===== config.mk =====
export PLATFORM = sky130hd
export DESIGN_NAME = fetch_unit_q
export DESIGN_NICKNAME = d
export VERILOG_FILES = /design/src/rtl/core_pkg.sv /design/src/rtl/fetch_q_fifo.sv /design/src/rtl/fetch_unit_q.sv
export SDC_FILE = /design/constraint.sdc
export NUM_CORES = 1
export LEC_CHECK = 0
export ABC_CLOCK_PERIOD_IN_PS = 4100
export CORE_ASPECT_RATIO = 0.9
export CORE_MARGIN = 10
export CORE_UTILIZATION = 23
export DETAILED_ROUTE_END_ITERATION = 10
export PLACE_DENSITY_LB_ADDON = 0.05
export SKIP_CTS_REPAIR_TIMING = 1
export SLEW_MARGIN = 20
export SYNTH_ARGS = -nofsm -noshare
export SYNTH_HDL_FRONTEND = slang
export SYNTH_SLANG_ARGS = --single-unit

===== constraint.sdc =====
create_clock -name clk -period 4.1 [get_ports clk]
set_input_delay 1.23 -clock clk [delete_from_list [all_inputs] [get_ports clk]]
set_output_delay 1.23 -clock clk [all_outputs]
set_load 0.03 [all_outputs]

===== src/rtl/core_pkg.sv =====
// Core-wide constants and the fetch queue entry type shared by the front end.
package core_pkg;
    localparam int              XLEN     = 32;
    localparam logic [XLEN-1:0] RESET_PC = 32'h0000_0000;
    localparam int              INST_W   = 32;

    typedef struct packed {
        logic [INST_W-1:0] inst;
        logic [XLEN-1:0]   pc;
    } fetch_entry_t;
endpackage


===== src/rtl/fetch_q_fifo.sv =====
// Synchronous circular FIFO with flush. Data is written on push; the head is visible the cycle after the push.
// Backpressure is the caller's job: push while full (without pop) is not guarded here.
module fetch_q_fifo #(
    parameter  int DEPTH = 4,
    parameter  int WIDTH = 64,
    localparam int AW    = $clog2(DEPTH),
    localparam int CW    = AW + 1
) (
    input  logic             clk,
    input  logic             rst,
    input  logic             i_flush,
    input  logic             i_push,
    input  logic [WIDTH-1:0] i_push_dat,
    input  logic             i_pop,
    output logic [WIDTH-1:0] o_head_dat,
    output logic [CW-1:0]    o_count,
    output logic             o_empty
);
    logic [WIDTH-1:0] r_mem [DEPTH];
    logic [AW-1:0]    r_wr_ptr;
    logic [AW-1:0]    r_rd_ptr;
    logic [CW-1:0]    r_count;

    // DEPTH is a power of two, so pointers wrap by natural overflow.
    always_ff @(posedge clk) begin
        if (!rst || i_flush) begin
            r_wr_ptr <= '0;
            r_rd_ptr <= '0;
            r_count  <= '0;
        end else begin
            if (i_push)
                r_wr_ptr <= r_wr_ptr + AW'(1);
            if (i_pop)
                r_rd_ptr <= r_rd_ptr + AW'(1);
            if (i_push && !i_pop)
                r_count <= r_count + CW'(1);
            else if (!i_push && i_pop)
                r_count <= r_count - CW'(1);
        end
    end

    always_ff @(posedge clk) begin
        if (rst && !i_flush && i_push)
            r_mem[r_wr_ptr] <= i_push_dat;
    end

    assign o_head_dat = r_mem[r_rd_ptr];
    assign o_count    = r_count;
    assign o_empty    = (r_count == '0);
endmodule


===== src/rtl/fetch_unit_q.sv =====
// Fetch front end: credit-limited ROM requests, MEM_LAT-stage tagged return pipe, instruction queue to decode.
// Request-to-out_valid is MEM_LAT+1 cycles; requests stall whenever queue plus in-flight reads would exceed QDEPTH.
module fetch_unit_q
    import core_pkg::*;
#(
    parameter int              XLEN     = core_pkg::XLEN,
    parameter logic [XLEN-1:0] RESET_PC = core_pkg::RESET_PC,
    parameter int              QDEPTH   = 4,
    parameter int              MEM_LAT  = 1
) (
    input  logic                    clk,
    input  logic                    rst,
    input  logic                    redirect_valid,
    input  logic [XLEN-1:0]         redirect_pc,
    output logic                    imem_req,
    output logic [XLEN-3:0]         imem_addr,
    input  logic [INST_W-1:0]       imem_rdata,
    output logic                    out_valid,
    input  logic                    out_ready,
    output logic [INST_W-1:0]       out_inst,
    output logic [XLEN-1:0]         out_pc,
    output logic [$clog2(QDEPTH):0] q_count
);
    localparam int CW = $clog2(QDEPTH) + 1;
    localparam int SW = CW + 2;

    typedef struct packed {
        logic [INST_W-1:0] inst;
        logic [XLEN-1:0]   pc;
    } entry_t;

    logic [XLEN-1:0] r_pc;
    logic            r_epoch;
    logic            r_stg_vld [MEM_LAT];
    logic [XLEN-1:0] r_stg_pc  [MEM_LAT];
    logic            r_stg_ep  [MEM_LAT];

    logic            w_req;
    logic            w_push;
    logic            w_pop;
    logic            w_empty;
    logic [CW-1:0]   w_cnt;
    logic [SW-1:0]   w_inflight;
    entry_t          w_push_dat;
    entry_t          w_head_dat;
    logic            w_unused;

    always_comb begin
        w_inflight = '0;
        for (int i = 0; i < MEM_LAT; i++)
            w_inflight = w_inflight + SW'(r_stg_vld[i]);
    end

    assign out_valid = rst && !w_empty;
    assign q_count   = rst ? w_cnt : '0;
    assign w_pop     = out_valid && out_ready;

    // Every in-flight read and every queued word holds a slot, so a return can never meet a full queue.
    assign w_req     = rst && !redirect_valid &&
                       ((w_inflight + SW'(w_cnt)) < (SW'(QDEPTH) + SW'(w_pop)));

    assign w_push    = rst && !redirect_valid && r_stg_vld[MEM_LAT-1] &&
                       (r_stg_ep[MEM_LAT-1] == r_epoch);
    assign w_push_dat.inst = imem_rdata;
    assign w_push_dat.pc   = r_stg_pc[MEM_LAT-1];

    assign imem_req  = w_req;
    assign imem_addr = r_pc[XLEN-1:2];
    assign out_inst  = w_head_dat.inst;
    assign out_pc    = w_head_dat.pc;
    assign w_unused  = ^redirect_pc[1:0];

    always_ff @(posedge clk) begin
        if (!rst) begin
            r_pc    <= RESET_PC;
            r_epoch <= 1'b0;
        end else if (redirect_valid) begin
            r_pc    <= {redirect_pc[XLEN-1:2], 2'b00};
            r_epoch <= ~r_epoch;
        end else if (w_req) begin
            r_pc    <= r_pc + XLEN'(4);
        end
    end

    // Clearing the valids on redirect keeps a 1-bit epoch safe across back-to-back redirects
    // and returns the credit of discarded reads immediately.
    always_ff @(posedge clk) begin
        if (!rst || redirect_valid) begin
            for (int i = 0; i < MEM_LAT; i++)
                r_stg_vld[i] <= 1'b0;
        end else begin
            r_stg_vld[0] <= w_req;
            for (int i = 1; i < MEM_LAT; i++)
                r_stg_vld[i] <= r_stg_vld[i-1];
        end
    end

    always_ff @(posedge clk) begin
        r_stg_pc[0] <= r_pc;
        r_stg_ep[0] <= r_epoch;
        for (int i = 1; i < MEM_LAT; i++) begin
            r_stg_pc[i] <= r_stg_pc[i-1];
            r_stg_ep[i] <= r_stg_ep[i-1];
        end
    end

    fetch_q_fifo #(
        .DEPTH (QDEPTH),
        .WIDTH ($bits(entry_t))
    ) u_fifo (
        .clk        (clk),
        .rst        (rst),
        .i_flush    (redirect_valid),
        .i_push     (w_push),
        .i_push_dat (w_push_dat),
        .i_pop      (w_pop),
        .o_head_dat (w_head_dat),
        .o_count    (w_cnt),
        .o_empty    (w_empty)
    );
endmodule

==> summary.txt <==
Antenna Nets Post-Route - 0
initial antenna violation count - 1
Clock Latency Late Sink - 540 ps
ys async rst share - 0%
fillers - 4,923
port buffer count - 162
Synth Register Bits - 320
Mapped Avg Cell Area - 18.39 um2
Hold WC Path Type - reg2reg
Seq/Total Area, Yosys - 75.07%
core footprint - 50,650 um2
Req. time, crit path - 2870 ps
final critical-path required period - 3931 ps
share of cells above drive strength 1 - 17.55%
detailed-route via count - 6,671
Crit path largest cell delay - 610 ps
Max VDD drop - 0.1986 mV
Critical-path top delay cell - clkdlybuf4s50_1
net load switching power - 1485 uW
mapped cell area - 11,840 um2
vias per cell - 4.298
kind of critical path - in2out
crit end category - primary output
Root Driver - clkbuf_16
Gate power share - 4.6%
Final Cycle Share - 95.89%
setup TNS - 0 ps
Synth area leader - edfxtp_1
cts bufs inserted - 38
crit path DAT - 2700 ps
worst relative slew slack - 44.99%
n_diodes - 0
placed cell count - 1,486
CP max FO - 7
cell count after synthesis - 644
first-pass GRT wire length - 49,070 um
Seq pwr share - 50.5%
CP bufs+invs - 3
multi-input logic area - 2788 um2
FMAX - 0.2544 GHz
Rows - 78
TritonCTS clock tree - done
Pleak - 0.005018 uW
actual slew at the worst max-slew pin - 824.2 ps
CTS Buffer Depth - 3
Avg WL per Cell - 21.25 um
Power Internal - 5643 uW
RSZ-0062 raised after global routing - false
drc violations - 0
Initial Util - 23.38%
fin nets - 923
remaining global-route overflow - 0
# clock sinks - 320
Total GRT Usage - 10.74%
Die W - 259.2 um
Worst-path clk slew - 60 ps
area grow syn2layout - 33.29%
count of warnings emitted by yosys - 0
GPL Wtd Cong - 0.8075
critical path, cell by cell - clkdlybuf4s50_1 -> o311ai_2 -> o31ai_2 -> nand2_1 -> inv_1 -> buf_12
FF+latch area - 8896 um2
DR pass1 iterations - 4
clock skew - 11.01 ps
Post-synth top cells - 248 x edfxtp_1, 72 x dfxtp_1, 62 x mux4_2, 39 x nand2_1, 19 x clkbuf_1
DRC violation total after the first TritonRoute iteration - 494
Max Cap Violations - 0
synth top area cells - edfxtp_1 63%, dfxtp_1 12%, mux4_2 12%
Final Hold Fails - 0
Final Non-Filler Cells - 1,552
vias in the first global route - 7,300
Synth cell types - 49
die footprint - 60,970 um2
Worst Setup Start Kind - input pin
Slew Limit Fails - 0
io pins - 167
count leader, synth - edfxtp_1
hpwl dp - 21,860 um
EDFF count, synth - 248
pin count of the biggest net entering global routing - 36
Top Family by Delay on Critical Path - buffers and inverters
Clock Power Share - 44.9%
sw frac - 20.83%
Synth Flop Type - edfxtp_1
Setup-failing EPs final - 0
H-tree depth - 2
Die H - 235.2 um
top cell type's share of synthesized area - 62.90%
status - finished clean
PwrDens - 451.7 nW/um2
total wire length - 32,980 um
layer usage:
metal / share of wire, % / wire (um) / GRT usage (%) / vias up
met3: 5.4 / 1778 / 2.719 / 56
met2: 48 / 15890 / 17.69 / 178
met5: 0.036 / 12 / 0 / -
met4: 2.0 / 656 / 3.443 / 2
li1: - / - / - / 3015
met1: 44 / 14640 / 13.56 / 3420
layout make-up:
cell class	instances	area share (%)
sequential	320	56.37
inverter	16	0.3806
clock inverter	9	0.5946
timing repair buffer	190	12.72
tap	680	5.391
clock buffer	57	6.882
multi-input combinational	280	17.66
power groups by stage:
| stage | sequential (uW) | clock, uW | combinational [uW] |
|---|---|---|---|
| after floorplan | 3680 | 0 | 112 |
| after global placement | 3660 | 0 | 328 |
| after detailed placement | 3670 | 0 | 332 |
| after CTS | 3600 | 3340 | 334 |
| after global routing | 3610 | 3480 | 351 |
| final | 3600 | 3200 | 327 |
layout by cell type (no fill, tap or decap), drive strengths merged, types with 2 or more instances in the layout:
master           n
a21oi           15
conb             2
clkdlybuf4s50  157
and4             3
bufinv           2
nor3             6
nor2             9
nor4             4
ha               8
clkbuf          57
and3             7
xnor2            4
o31a             4
or3             12
inv             16
a31oi           17
o311ai           7
o21ai           10
o211ai           8
clkinv           6
a32oi            3
nand3           13
o31ai            4
buf             33
mux4            62
o21a             2
dfxtp           72
or4              7
xor2             3
nand2           39
and2            11
nand4            7
edfxtp         248
state kept, by name, summed over array words and instances (netlist names), named ones only:
| name | flops |
|---|---|
| u_fifo.r_mem | 248 |
| r_pc | 30 |
| r_stg_pc | 30 |
| u_fifo.o_count | 3 |
| u_fifo.r_rd_ptr | 2 |
| u_fifo.r_wr_ptr | 2 |
| r_epoch | 1 |
| r_stg_ep | 1 |
| r_stg_vld | 1 |
per-stage QoR:
| step | setup slack (ps) | hold slack, ps | power [uW] | instance area, um2 | util (%) |
|---|---|---|---|---|---|
| after detailed placement | 170.5 | 391.4 | 4000 | 14600 | 28.83 |
| final | 168.6 | 395.0 | 7128 | 15780 | 31.16 |
| after global placement | 190.4 | 383.7 | 3991 | 14600 | 28.83 |
| after floorplan | 244.1 | 374.8 | 3790 | 11840 | - |
| after CTS | 87.37 | 397.8 | 7278 | 15780 | 31.16 |
| after global routing | 43.11 | 406.3 | 7439 | 15780 | 31.16 |
logic make-up after synthesis:
family,Yosys count,synth area share [%]
xor gates and xnor gates,7,0.5178
adders and majority gates,9,1.015
DFF,320,75.07
buffers and inverters,45,1.501
other,1,0.03167
and+or+nand+nor,121,5.368
muxes,64,11.97
AOI/OAI and AO/OA,77,4.523
path summary, 6_finish.rpt:
path,start,depth (start not counted),slack [ps],end
min,r_epoch,0,390,r_stg_ep[0]
min reg2reg,r_epoch,0,390,r_stg_ep[0]
max reg2reg,u_fifo.o_count[0],6,1500,r_pc[9]
max,rst,6,170,imem_req
Power figures use the tool's default switching activity.
